===== src/rtl/uart_pkg.sv =====
// Shared types and constants for the UART transceiver: FSM state enums,
// parity-mode codes, oversampling ratio and the baud divider helper.
package uart_pkg;

    localparam int unsigned OVERSAMPLE = 16;

    localparam int unsigned PAR_NONE = 0;
    localparam int unsigned PAR_ODD  = 1;
    localparam int unsigned PAR_EVEN = 2;

    typedef enum logic [2:0] {TxIdle, TxStart, TxData, TxPar, TxStop} tx_state_e;
    typedef enum logic [2:0] {RxIdle, RxStart, RxData, RxPar, RxStop} rx_state_e;

    function automatic int unsigned baud_div(input int unsigned clk_hz, input int unsigned baud);
        return clk_hz / (OVERSAMPLE * baud);
    endfunction

endpackage


===== src/rtl/uart_baud_gen.sv =====
// Free-running oversample tick: one-cycle pulse every CLK_HZ/(16*BAUD) clocks.
module uart_baud_gen
    import uart_pkg::*;
#(
    parameter int unsigned CLK_HZ = 12000000,
    parameter int unsigned BAUD   = 9600
) (
    input  logic i_clk,
    input  logic i_rst_n,
    output logic o_tick
);

    localparam int unsigned DIV   = baud_div(CLK_HZ, BAUD);
    localparam int unsigned CNT_W = (DIV < 2) ? 1 : $clog2(DIV);
    localparam logic [CNT_W-1:0] CNT_LAST = CNT_W'(DIV - 1);

    if (DIV < 2) begin : g_div_check
        $error("uart_baud_gen: CLK_HZ/(16*BAUD) must be at least 2");
    end

    logic [CNT_W-1:0] r_cnt;

    always_ff @(posedge i_clk) begin
        if (!i_rst_n) begin
            r_cnt <= '0;
        end else if (r_cnt == CNT_LAST) begin
            r_cnt <= '0;
        end else begin
            r_cnt <= r_cnt + CNT_W'(1);
        end
    end

    assign o_tick = (r_cnt == CNT_LAST);

endmodule


===== src/rtl/uart_trx_core.sv =====
// Full-duplex UART core. Define UART_PARITY_EN to honour PARITY (odd/even bit
// sent and checked); otherwise no parity bit exists and rx_parity_err stays 0.
module uart_trx_core
    import uart_pkg::*;
#(
    parameter int unsigned CLK_HZ    = 12000000,
    parameter int unsigned BAUD      = 9600,
    parameter int unsigned DATA_BITS = 8,
    parameter int unsigned PARITY    = 0,
    parameter int unsigned STOP_BITS = 1
) (
    input  logic       hw_clk,
    input  logic       hw_rst_n,
    input  logic [7:0] tx_data,
    input  logic       tx_valid,
    output logic       tx_ready,
    output logic       uarttx,
    input  logic       uartrx,
    output logic [7:0] rx_data,
    output logic       rx_valid,
    output logic       rx_frame_err,
    output logic       rx_parity_err
);

    localparam int unsigned DIV     = baud_div(CLK_HZ, BAUD);
    localparam int unsigned BIT_CYC = OVERSAMPLE * DIV;
    localparam int unsigned TMR_W   = (BIT_CYC < 2) ? 1 : $clog2(BIT_CYC);
    localparam logic [TMR_W-1:0] TMR_LAST  = TMR_W'(BIT_CYC - 1);
    localparam logic [2:0]       DATA_LAST = 3'(DATA_BITS - 1);
    localparam logic [2:0]       STOP_LAST = 3'(STOP_BITS - 1);
    localparam logic [3:0]       HALF_LAST = 4'(OVERSAMPLE / 2 - 1);
    localparam logic [3:0]       FULL_LAST = 4'(OVERSAMPLE - 1);
    localparam logic             PAR_ODD_SEL = (PARITY == PAR_ODD);
`ifdef UART_PARITY_EN
    localparam bit PAR_EN = (PARITY != PAR_NONE);
`else
    localparam bit PAR_EN = 1'b0;
`endif

    if (DATA_BITS < 5 || DATA_BITS > 8) begin : g_bits_check
        $error("uart_trx_core: DATA_BITS must be 5..8");
    end
    if (STOP_BITS < 1 || STOP_BITS > 2) begin : g_stop_check
        $error("uart_trx_core: STOP_BITS must be 1 or 2");
    end

    logic w_tick;

    uart_baud_gen #(
        .CLK_HZ(CLK_HZ),
        .BAUD  (BAUD)
    ) u_baud (
        .i_clk  (hw_clk),
        .i_rst_n(hw_rst_n),
        .o_tick (w_tick)
    );

    // TX times bits in clocks from acceptance, so every bit is exactly 16 tick periods.
    tx_state_e              r_tx_state, w_tx_state_d;
    logic [TMR_W-1:0]       r_tx_tmr, w_tx_tmr_d;
    logic [2:0]             r_tx_cnt, w_tx_cnt_d;
    logic [DATA_BITS-1:0]   r_tx_shift, w_tx_shift_d;
    logic                   r_tx_par, w_tx_par_d;
    logic                   r_txd, w_txd_d;
    logic                   r_tx_ready, w_tx_ready_d;
    logic                   w_tx_bit_end;

    assign w_tx_bit_end = (r_tx_tmr == TMR_LAST);

    always_ff @(posedge hw_clk) begin
        if (!hw_rst_n) begin
            r_tx_state <= TxIdle;
            r_tx_tmr   <= '0;
            r_tx_cnt   <= '0;
            r_tx_shift <= '0;
            r_tx_par   <= 1'b0;
            r_txd      <= 1'b1;
            r_tx_ready <= 1'b0;
        end else begin
            r_tx_state <= w_tx_state_d;
            r_tx_tmr   <= w_tx_tmr_d;
            r_tx_cnt   <= w_tx_cnt_d;
            r_tx_shift <= w_tx_shift_d;
            r_tx_par   <= w_tx_par_d;
            r_txd      <= w_txd_d;
            r_tx_ready <= w_tx_ready_d;
        end
    end

    always_comb begin
        w_tx_state_d = r_tx_state;
        w_tx_tmr_d   = r_tx_tmr + TMR_W'(1);
        w_tx_cnt_d   = r_tx_cnt;
        w_tx_shift_d = r_tx_shift;
        w_tx_par_d   = r_tx_par;
        w_txd_d      = r_txd;
        w_tx_ready_d = 1'b0;
        unique case (r_tx_state)
            TxIdle: begin
                w_tx_tmr_d   = '0;
                w_txd_d      = 1'b1;
                w_tx_ready_d = 1'b1;
                if (tx_valid && r_tx_ready) begin
                    w_tx_state_d = TxStart;
                    w_txd_d      = 1'b0;
                    w_tx_ready_d = 1'b0;
                    w_tx_shift_d = tx_data[DATA_BITS-1:0];
                    w_tx_par_d   = (^tx_data[DATA_BITS-1:0]) ^ PAR_ODD_SEL;
                end
            end
            TxStart: begin
                if (w_tx_bit_end) begin
                    w_tx_state_d = TxData;
                    w_tx_tmr_d   = '0;
                    w_tx_cnt_d   = '0;
                    w_txd_d      = r_tx_shift[0];
                end
            end
            TxData: begin
                if (w_tx_bit_end) begin
                    w_tx_tmr_d = '0;
                    if (r_tx_cnt == DATA_LAST) begin
                        w_tx_cnt_d   = '0;
                        w_tx_state_d = PAR_EN ? TxPar : TxStop;
                        w_txd_d      = PAR_EN ? r_tx_par : 1'b1;
                    end else begin
                        w_tx_cnt_d   = r_tx_cnt + 3'd1;
                        w_tx_shift_d = r_tx_shift >> 1;
                        w_txd_d      = r_tx_shift[1];
                    end
                end
            end
            TxPar: begin
                if (w_tx_bit_end) begin
                    w_tx_state_d = TxStop;
                    w_tx_tmr_d   = '0;
                    w_tx_cnt_d   = '0;
                    w_txd_d      = 1'b1;
                end
            end
            TxStop: begin
                if (w_tx_bit_end) begin
                    w_tx_tmr_d = '0;
                    if (r_tx_cnt == STOP_LAST) begin
                        w_tx_state_d = TxIdle;
                        w_tx_ready_d = 1'b1;
                    end else begin
                        w_tx_cnt_d = r_tx_cnt + 3'd1;
                    end
                end
            end
            default: w_tx_state_d = TxIdle;
        endcase
    end

    assign tx_ready = r_tx_ready;
    assign uarttx   = r_txd;

    rx_state_e              r_rx_state, w_rx_state_d;
    logic                   r_rx_meta, r_rx_sync;
    logic [3:0]             r_rx_tcnt, w_rx_tcnt_d;
    logic [2:0]             r_rx_idx, w_rx_idx_d;
    logic [DATA_BITS-1:0]   r_rx_shift, w_rx_shift_d;
    logic                   r_rx_ppend, w_rx_ppend_d;
    logic [7:0]             r_rx_data, w_rx_data_d;
    logic                   r_rx_valid, w_rx_valid_d;
    logic                   r_rx_ferr, w_rx_ferr_d;
    logic                   r_rx_perr, w_rx_perr_d;

    always_ff @(posedge hw_clk) begin
        if (!hw_rst_n) begin
            r_rx_meta  <= 1'b1;
            r_rx_sync  <= 1'b1;
            r_rx_state <= RxIdle;
            r_rx_tcnt  <= '0;
            r_rx_idx   <= '0;
            r_rx_shift <= '0;
            r_rx_ppend <= 1'b0;
            r_rx_data  <= '0;
            r_rx_valid <= 1'b0;
            r_rx_ferr  <= 1'b0;
            r_rx_perr  <= 1'b0;
        end else begin
            r_rx_meta  <= uartrx;
            r_rx_sync  <= r_rx_meta;
            r_rx_state <= w_rx_state_d;
            r_rx_tcnt  <= w_rx_tcnt_d;
            r_rx_idx   <= w_rx_idx_d;
            r_rx_shift <= w_rx_shift_d;
            r_rx_ppend <= w_rx_ppend_d;
            r_rx_data  <= w_rx_data_d;
            r_rx_valid <= w_rx_valid_d;
            r_rx_ferr  <= w_rx_ferr_d;
            r_rx_perr  <= w_rx_perr_d;
        end
    end

    always_comb begin
        w_rx_state_d = r_rx_state;
        w_rx_tcnt_d  = r_rx_tcnt;
        w_rx_idx_d   = r_rx_idx;
        w_rx_shift_d = r_rx_shift;
        w_rx_ppend_d = r_rx_ppend;
        w_rx_data_d  = r_rx_data;
        w_rx_valid_d = 1'b0;
        w_rx_ferr_d  = r_rx_ferr;
        w_rx_perr_d  = r_rx_perr;
        if (w_tick) begin
            w_rx_tcnt_d = r_rx_tcnt + 4'd1;
            unique case (r_rx_state)
                RxIdle: begin
                    w_rx_tcnt_d = '0;
                    if (!r_rx_sync) w_rx_state_d = RxStart;
                end
                RxStart: begin
                    if (r_rx_tcnt == HALF_LAST) begin
                        // Line back high at mid start bit: a glitch, not a frame.
                        w_rx_tcnt_d  = '0;
                        w_rx_idx_d   = '0;
                        w_rx_state_d = r_rx_sync ? RxIdle : RxData;
                    end
                end
                RxData: begin
                    if (r_rx_tcnt == FULL_LAST) begin
                        w_rx_tcnt_d  = '0;
                        w_rx_shift_d = {r_rx_sync, r_rx_shift[DATA_BITS-1:1]};
                        if (r_rx_idx == DATA_LAST) begin
                            w_rx_state_d = PAR_EN ? RxPar : RxStop;
                        end else begin
                            w_rx_idx_d = r_rx_idx + 3'd1;
                        end
                    end
                end
                RxPar: begin
                    if (r_rx_tcnt == FULL_LAST) begin
                        w_rx_tcnt_d  = '0;
                        w_rx_ppend_d = (^{r_rx_shift, r_rx_sync}) ^ PAR_ODD_SEL;
                        w_rx_state_d = RxStop;
                    end
                end
                RxStop: begin
                    if (r_rx_tcnt == FULL_LAST) begin
                        w_rx_tcnt_d  = '0;
                        w_rx_valid_d = 1'b1;
                        w_rx_data_d  = 8'(r_rx_shift);
                        w_rx_ferr_d  = !r_rx_sync;
                        w_rx_perr_d  = PAR_EN && r_rx_ppend;
                        w_rx_state_d = RxIdle;
                    end
                end
                default: w_rx_state_d = RxIdle;
            endcase
        end
    end

    assign rx_data       = r_rx_data;
    assign rx_valid      = r_rx_valid;
    assign rx_frame_err  = r_rx_ferr;
    assign rx_parity_err = r_rx_perr;

endmodule


===== config.mk =====
export PLATFORM = sky130hd
export DESIGN_NAME = uart_trx_core
export DESIGN_NICKNAME = d
export VERILOG_FILES = /design/src/rtl/uart_pkg.sv /design/src/rtl/uart_baud_gen.sv /design/src/rtl/uart_trx_core.sv
export SDC_FILE = /design/constraint.sdc
export NUM_CORES = 1
export LEC_CHECK = 0
export CORE_ASPECT_RATIO = 0.9
export CORE_MARGIN = 1
export CORE_UTILIZATION = 57
export CTS_CLUSTER_DIAMETER = 60
export DETAILED_ROUTE_END_ITERATION = 12
export PLACE_DENSITY = 0.79
export SLEW_MARGIN = 20
export SYNTH_ARGS = -nofsm -noshare
export SYNTH_HDL_FRONTEND = slang
export SYNTH_HIERARCHICAL = 1
export SYNTH_SLANG_ARGS = --single-unit

===== constraint.sdc =====
create_clock -name hw_clk -period 2.3 [get_ports hw_clk]
set_clock_uncertainty 0.05 [all_clocks]
set_input_delay 0.46 -clock hw_clk [delete_from_list [all_inputs] [get_ports hw_clk]]
set_output_delay 0.46 -clock hw_clk [all_outputs]
set_load 0.02 [all_outputs]

-- Word-level counts from Yosys, hierarchy flattened
Index checks and enable logic that the tools add are counted.
- bits in registers: 64
- latch bits: 0
- RAM bits: 0
- bits in read-only memories: 0
- input port bits: 12
- output and inout bits: 13
- logic and storage cells: 120
- memories: 0
- $add $sub $neg: 5
- multipliers: 0
- divide/modulo/power cells: 0
- order comparisons: 0
- equality and inequality tests: 31
- shift-type cells: 0
- multiplexer cells: 45
- bitwise operators: 1
- reduce and logical (&&, ||, !) cells: 22
- operators by type and width (cell ; count):
    two-way mux 3 bit ; 21
    != test 2 bit (second input constant) ; 16
    case mux 3 bit (5 select lines) ; 2
    two-way mux 8 bit ; 3
    case mux 11 bit (2 select lines) ; 1
    case mux 8 bit (2 select lines) ; 1
    AND reduction 7 bit ; 2
    equality test 3 x 2 -> 1 bit (second input constant) ; 4
    equality test 3 bit (second input constant) ; 4
    case mux 4 bit (3 select lines) ; 1
    adder 11 x 1 -> 11 bit (second input constant) ; 1
    equality test 11 bit (second input constant) ; 1
    two-way mux 11 bit ; 1
    AND reduction 5 bit ; 2
    logical NOT 3 bit ; 3
    case mux 3 bit (3 select lines) ; 1
    AND reduction 3 bit ; 3
    two-way mux 1 bit ; 8
    two-way mux 4 bit ; 2
    AND reduction 4 bit ; 2
    adder 7 x 1 -> 7 bit (second input constant) ; 1
    equality test 7 bit (second input constant) ; 1
    adder 3 x 1 -> 3 bit (second input constant) ; 2
    equality test 3 x 1 -> 1 bit (second input constant) ; 2
    other kinds (17) ; 19

-- Depth between registers and ports, before layout
- word-level depth: 4
- gate-level depth with buffers: 9
- gate-level depth less buffers: 8

-- Hierarchy
The synthesis kept the hierarchy.
- by module, submodules not included (module ; times used ; cells an instance ; area an instance (sq um) ; sequential area each (sq um)):
    uart_trx_core ; 1 ; 295 ; 2631.3 ; 1141.1
    uart_baud_gen ; 1 ; 33 ; 297.8 ; 140.1

-- Worst setup path after synthesis
Ideal clock, no wire load.
- path kind: reg2reg
- start point: register u_baud.r_cnt[0]
- end point: register r_rx_shift[7]
- setup time: 128 ps
- data arrival time: 1759 ps
- path slack: 364 ps
- cell stages (with the launch flop): 9
- path buffers: 1
- period minus slack after synthesis: 1936 ps
- path through: dfxtp_1 -> ha_1 -> nand4bb_1 -> nor2_1 -> buf_2 -> nand4_1 -> nor2_2 -> mux2i_1 -> nor2_1
- cells in the longest elaborated chain, start to end: 2
- RTL lines (element ; RTL line ; text):
    start, declared ; uart_baud_gen.sv:21 ; logic [CNT_W-1:0] r_cnt;
    start signal, assigned ; uart_baud_gen.sv:29 ; r_cnt <= r_cnt + CNT_W'(1);
    equality test 7 bit ; uart_baud_gen.sv:33 ; assign o_tick = (r_cnt == CNT_LAST);
    via w_tick ; uart_trx_core.sv:47 ; logic w_tick;
    AND reduction 3 bit (no line) ; - ;
    end signal, assigned ; uart_trx_core.sv:189 ; r_rx_shift <= w_rx_shift_d;
    end, declared ; uart_trx_core.sv:163 ; logic [DATA_BITS-1:0] r_rx_shift, w_rx_shift_d;
The timed path passes the listed nets, and every way through them passes these cells.
A chain may end at the register's enable or synchronous reset.

-- Worst setup path after layout
- start point: register u_baud.r_cnt[0]
- end point: register r_rx_idx[2]
- cells in the longest elaborated chain, start to end: 2
- RTL lines (element ; RTL line ; text):
    equality test 7 bit ; uart_baud_gen.sv:33 ;
    via w_tick ; uart_trx_core.sv:47 ;
    AND reduction 5 bit (no line) ; - ;
    end signal, assigned ; uart_trx_core.sv:188 ; r_rx_idx <= w_rx_idx_d;
    end, declared ; uart_trx_core.sv:162 ; logic [2:0] r_rx_idx, w_rx_idx_d;
The timed path passes the listed nets, and every way through them passes these cells.

==> flow_summary.yaml <==
status:
  status: "complete, no violations"
routing:
  vias: 2281
  ant_nets: 0
  vias_per_cell: 5.418
  drt-met1-wl_um: 2561
  drc_errors: 0
  drtIter0Drc: 108
  met2_length_um: 2372
  dr.max_layer_used: "met4"
  first_pass_iters: 4
  wirelength_um: 5236
  met3_length_um: 213
  drt-wirelength-per-cell_um: 12.44
cts:
  clk_latency_ns: 0.34
  cts_resized: 0
  clock_sinks: 64
  clk_path_buf_depth: 2
  cts_htree_levels: 3
  numCtsBuffers: 9
  cts_setup_buffers: 0
  cts_root_buffer: "clkbuf_8"
  cts_tree: "built"
  clk_pin_slew_ns: 0.07
  cts.hold.buffers_added: 0
power:
  power_mw: 2.258
  p_leak_nw: 1.158
  swShare_pct: 23.14
  vdd_drop_max_v: 0.0004017
  power_switching_uw: 522.6
  p_clk_share_pct: 40.8
  power_frac_seq_pct: 51.6
  powerDensity_nw_per_um2: 665.8
  p_int_mw: 1.736
  pwr-share-comb_pct: 7.5
grt:
  track_usage_pct: 21.39
  grt_max_degree: 39
  antenna_found_initial: 0
  gr-total-overflow: 0
  first_global_vias: 2133
  grt_pass1_wl_um: 9204
worst_setup_path:
  r2r_setup_slack_ns: 0.22
  required_ns: 2.52
  worstPathMaxFanout: 6
  cpMaxStageDelayCell: "or3_1"
  crit_chain: "ha_1 -> nand4bb_1 -> nor2_1 -> nor3b_1 -> o21ai_0 -> or3_1 -> a21oi_1"
  max_stage_delay_ns: 0.41
  arrival_ns: 2.30
  critPathLaunchType: "flip-flop"
  end_kind: "flip-flop"
  path_class: "flip-flop to flip-flop"
logic_synthesis:
  syn_nets: 349
  async_reset_ff_share_pct: 0
  synth_cell_types: 52
  synth-seq-cells: 64
  ys.flop_type: "dfxtp_1"
  synthTopCellsByCount: "dfxtp_1 (64), nor2_1 (57), mux2i_1 (28), nand2_1 (24), a21oi_1 (15)"
  yosysTopAreaCellShare_pct: 43.74
  synth.avg_cell_area_um2: 8.930
  yosysMostFrequentCell: "dfxtp_1"
  yosysSeqAreaShare_pct: 43.74
  synth_edf_count: 0
  synth_area_um2: 2929
  synth_area_leaders: "dfxtp_1 (44%), mux2i_1 (9.6%), nor2_1 (7.3%)"
  syn_inst: 328
  synth_warnings: 6
  synth_area_leader_cell: "dfxtp_1"
finish:
  syn2layout_area_growth_pct: 15.81
  final_area_um2: 3392
  fin_cells: 421
  drive_gt1_share_pct: 8.989
  antenna_cells: 0
  fin_util_pct: 69.30
  fin_nets: 373
sta:
  slew_violations: 0
  worst_pin_slew_ns: 0.7058
  hold-worst-slack_ns: 0.3624
  setup_violations: 0
  relSlewSlack_pct: 52.59
  setup_slack_ns: 0.2173
  hold_viol_final: 0
  period_share_pct: 90.55
  rsz0062_at_grt: "false"
  period_minus_slack_ns: 2.083
  tns_ns: 0
  max_freq_mhz: 480.2
place:
  dp_slack_ns: 0.2221
  io_buffers: 23
  post-place-cells: 406
  dpl_cell_area_um2: 3206
  finalWeightedCongestion: 0.8209
  dp_hpwl_um: 3625
floorplan:
  start_util_pct: 59.84
  core_area_um2: 4895
  ios: 25
  placementRows: 24
  dieArea_um2: 5430
  die_h_um: 70.01
  die_w_um: 77.56
worst_hold_path:
  hp-class: "flip-flop to flip-flop"
job:
  max_cap_viol_count: 0
## worst max-delay path: cells and delay by family, from the launching register on
kind | cells | cell delay, ns
adder cells (fa/ha/maj) | 1 | 0.17
flip-flops | 1 | 0.40
AND/OR/NAND/NOR | 4 | 0.99
AO/OA/AOI/OAI | 2 | 0.40
## registers in the layout, indices dropped and copies added, names as in the netlist
signal	flops
r_rx_tcnt	4
r_tx_tmr	11
u_baud/r_cnt	7
r_tx_shift	8
r_rx_sync	1
r_rx_state	3
r_rx_idx	3
r_tx_cnt	3
uarttx	1
rx_data	8
r_rx_meta	1
r_tx_state	3
tx_ready	1
rx_frame_err	1
rx_valid	1
r_rx_shift	8
## per-layer routing
metal	up-vias	global-route usage, %
met5	-	0
met4	0	9.015
met3	11	6.667
met2	35	33.92
met1	1045	26.82
li1	1190	-
## final timing paths
check / from / depth (start not counted) / endpoint
worst max register to register: u_baud/r_cnt[0] / 7 / r_rx_idx[2]
worst max-delay path: u_baud/r_cnt[0] / 7 / r_rx_idx[2]
worst min register to register: r_rx_meta / 1 / r_rx_sync
worst min-delay path: r_rx_meta / 1 / r_rx_sync
## kinds of logic (layout without fill, tap and decap cells)
| logic type | count (synthesis) | count (layout) | synth area share [%] |
|---|---|---|---|
| other | 1 | 1 | 0.1280 |
| adder cells (fa/ha/maj) | 10 | 10 | 4.186 |
| multiplexers | 28 | 28 | 9.569 |
| buffers and inverters | 24 | 52 | 3.631 |
| AND/OR/NAND/NOR | 140 | 140 | 24.52 |
| XOR/XNOR | 12 | 12 | 3.588 |
| flip-flops | 64 | 64 | 43.74 |
| AO/OA/AOI/OAI | 49 | 49 | 10.64 |
## cell usage in the layout, fill, tap and decap left out, types with 2 or more instances in the layout
| cell type | Yosys | routed |
|---|---|---|
| nor3b_1 | 2 | 2 |
| or3_1 | 6 | 6 |
| nand3_1 | 14 | 14 |
| xor2_1 | 8 | 8 |
| nand2b_1 | 6 | 6 |
| ha_1 | 9 | 9 |
| clkbuf_8 | 0 | 10 |
| mux2i_1 | 28 | 28 |
| nand2_1 | 24 | 24 |
| nor3_1 | 4 | 4 |
| xnor2_1 | 4 | 4 |
| dfxtp_1 | 64 | 64 |
| buf_4 | 1 | 5 |
| or3b_2 | 2 | 2 |
| or2_2 | 2 | 2 |
| nand4_1 | 3 | 3 |
| a211oi_1 | 8 | 8 |
| clkinv_2 | 0 | 3 |
| nand3_2 | 2 | 2 |
| inv_1 | 9 | 9 |
| a21oi_1 | 15 | 15 |
| and3_1 | 2 | 2 |
| nor2b_1 | 4 | 4 |
| o211ai_1 | 4 | 4 |
| o21ai_0 | 12 | 12 |
| nor2_1 | 57 | 57 |
| clkdlybuf4s50_1 | 0 | 23 |
## power groups by stage
| stage | registers [mW] | clock network (mW) | logic [mW] |
|---|---|---|---|
| after floorplan | 1.19 | 0 | 0.120 |
| after global placement | 1.19 | 0 | 0.167 |
| after detailed placement | 1.19 | 0 | 0.169 |
| after CTS | 1.17 | 0.946 | 0.172 |
| after global routing | 1.17 | 0.989 | 0.193 |
| final | 1.17 | 0.922 | 0.170 |
## cell type report
| class | count | area [µm²] |
|---|---|---|
| sequential | 64 | 1281 |
| timing repair buffer | 28 | 267.8 |
| fill | 373 | 1503 |
| clock inverter | 4 | 45.04 |
| multi-input combinational | 240 | 1541 |
| clock buffer | 11 | 141.4 |
| tap | 65 | 81.33 |
| inverter | 9 | 33.78 |
(Power assumes the default switching activity.)
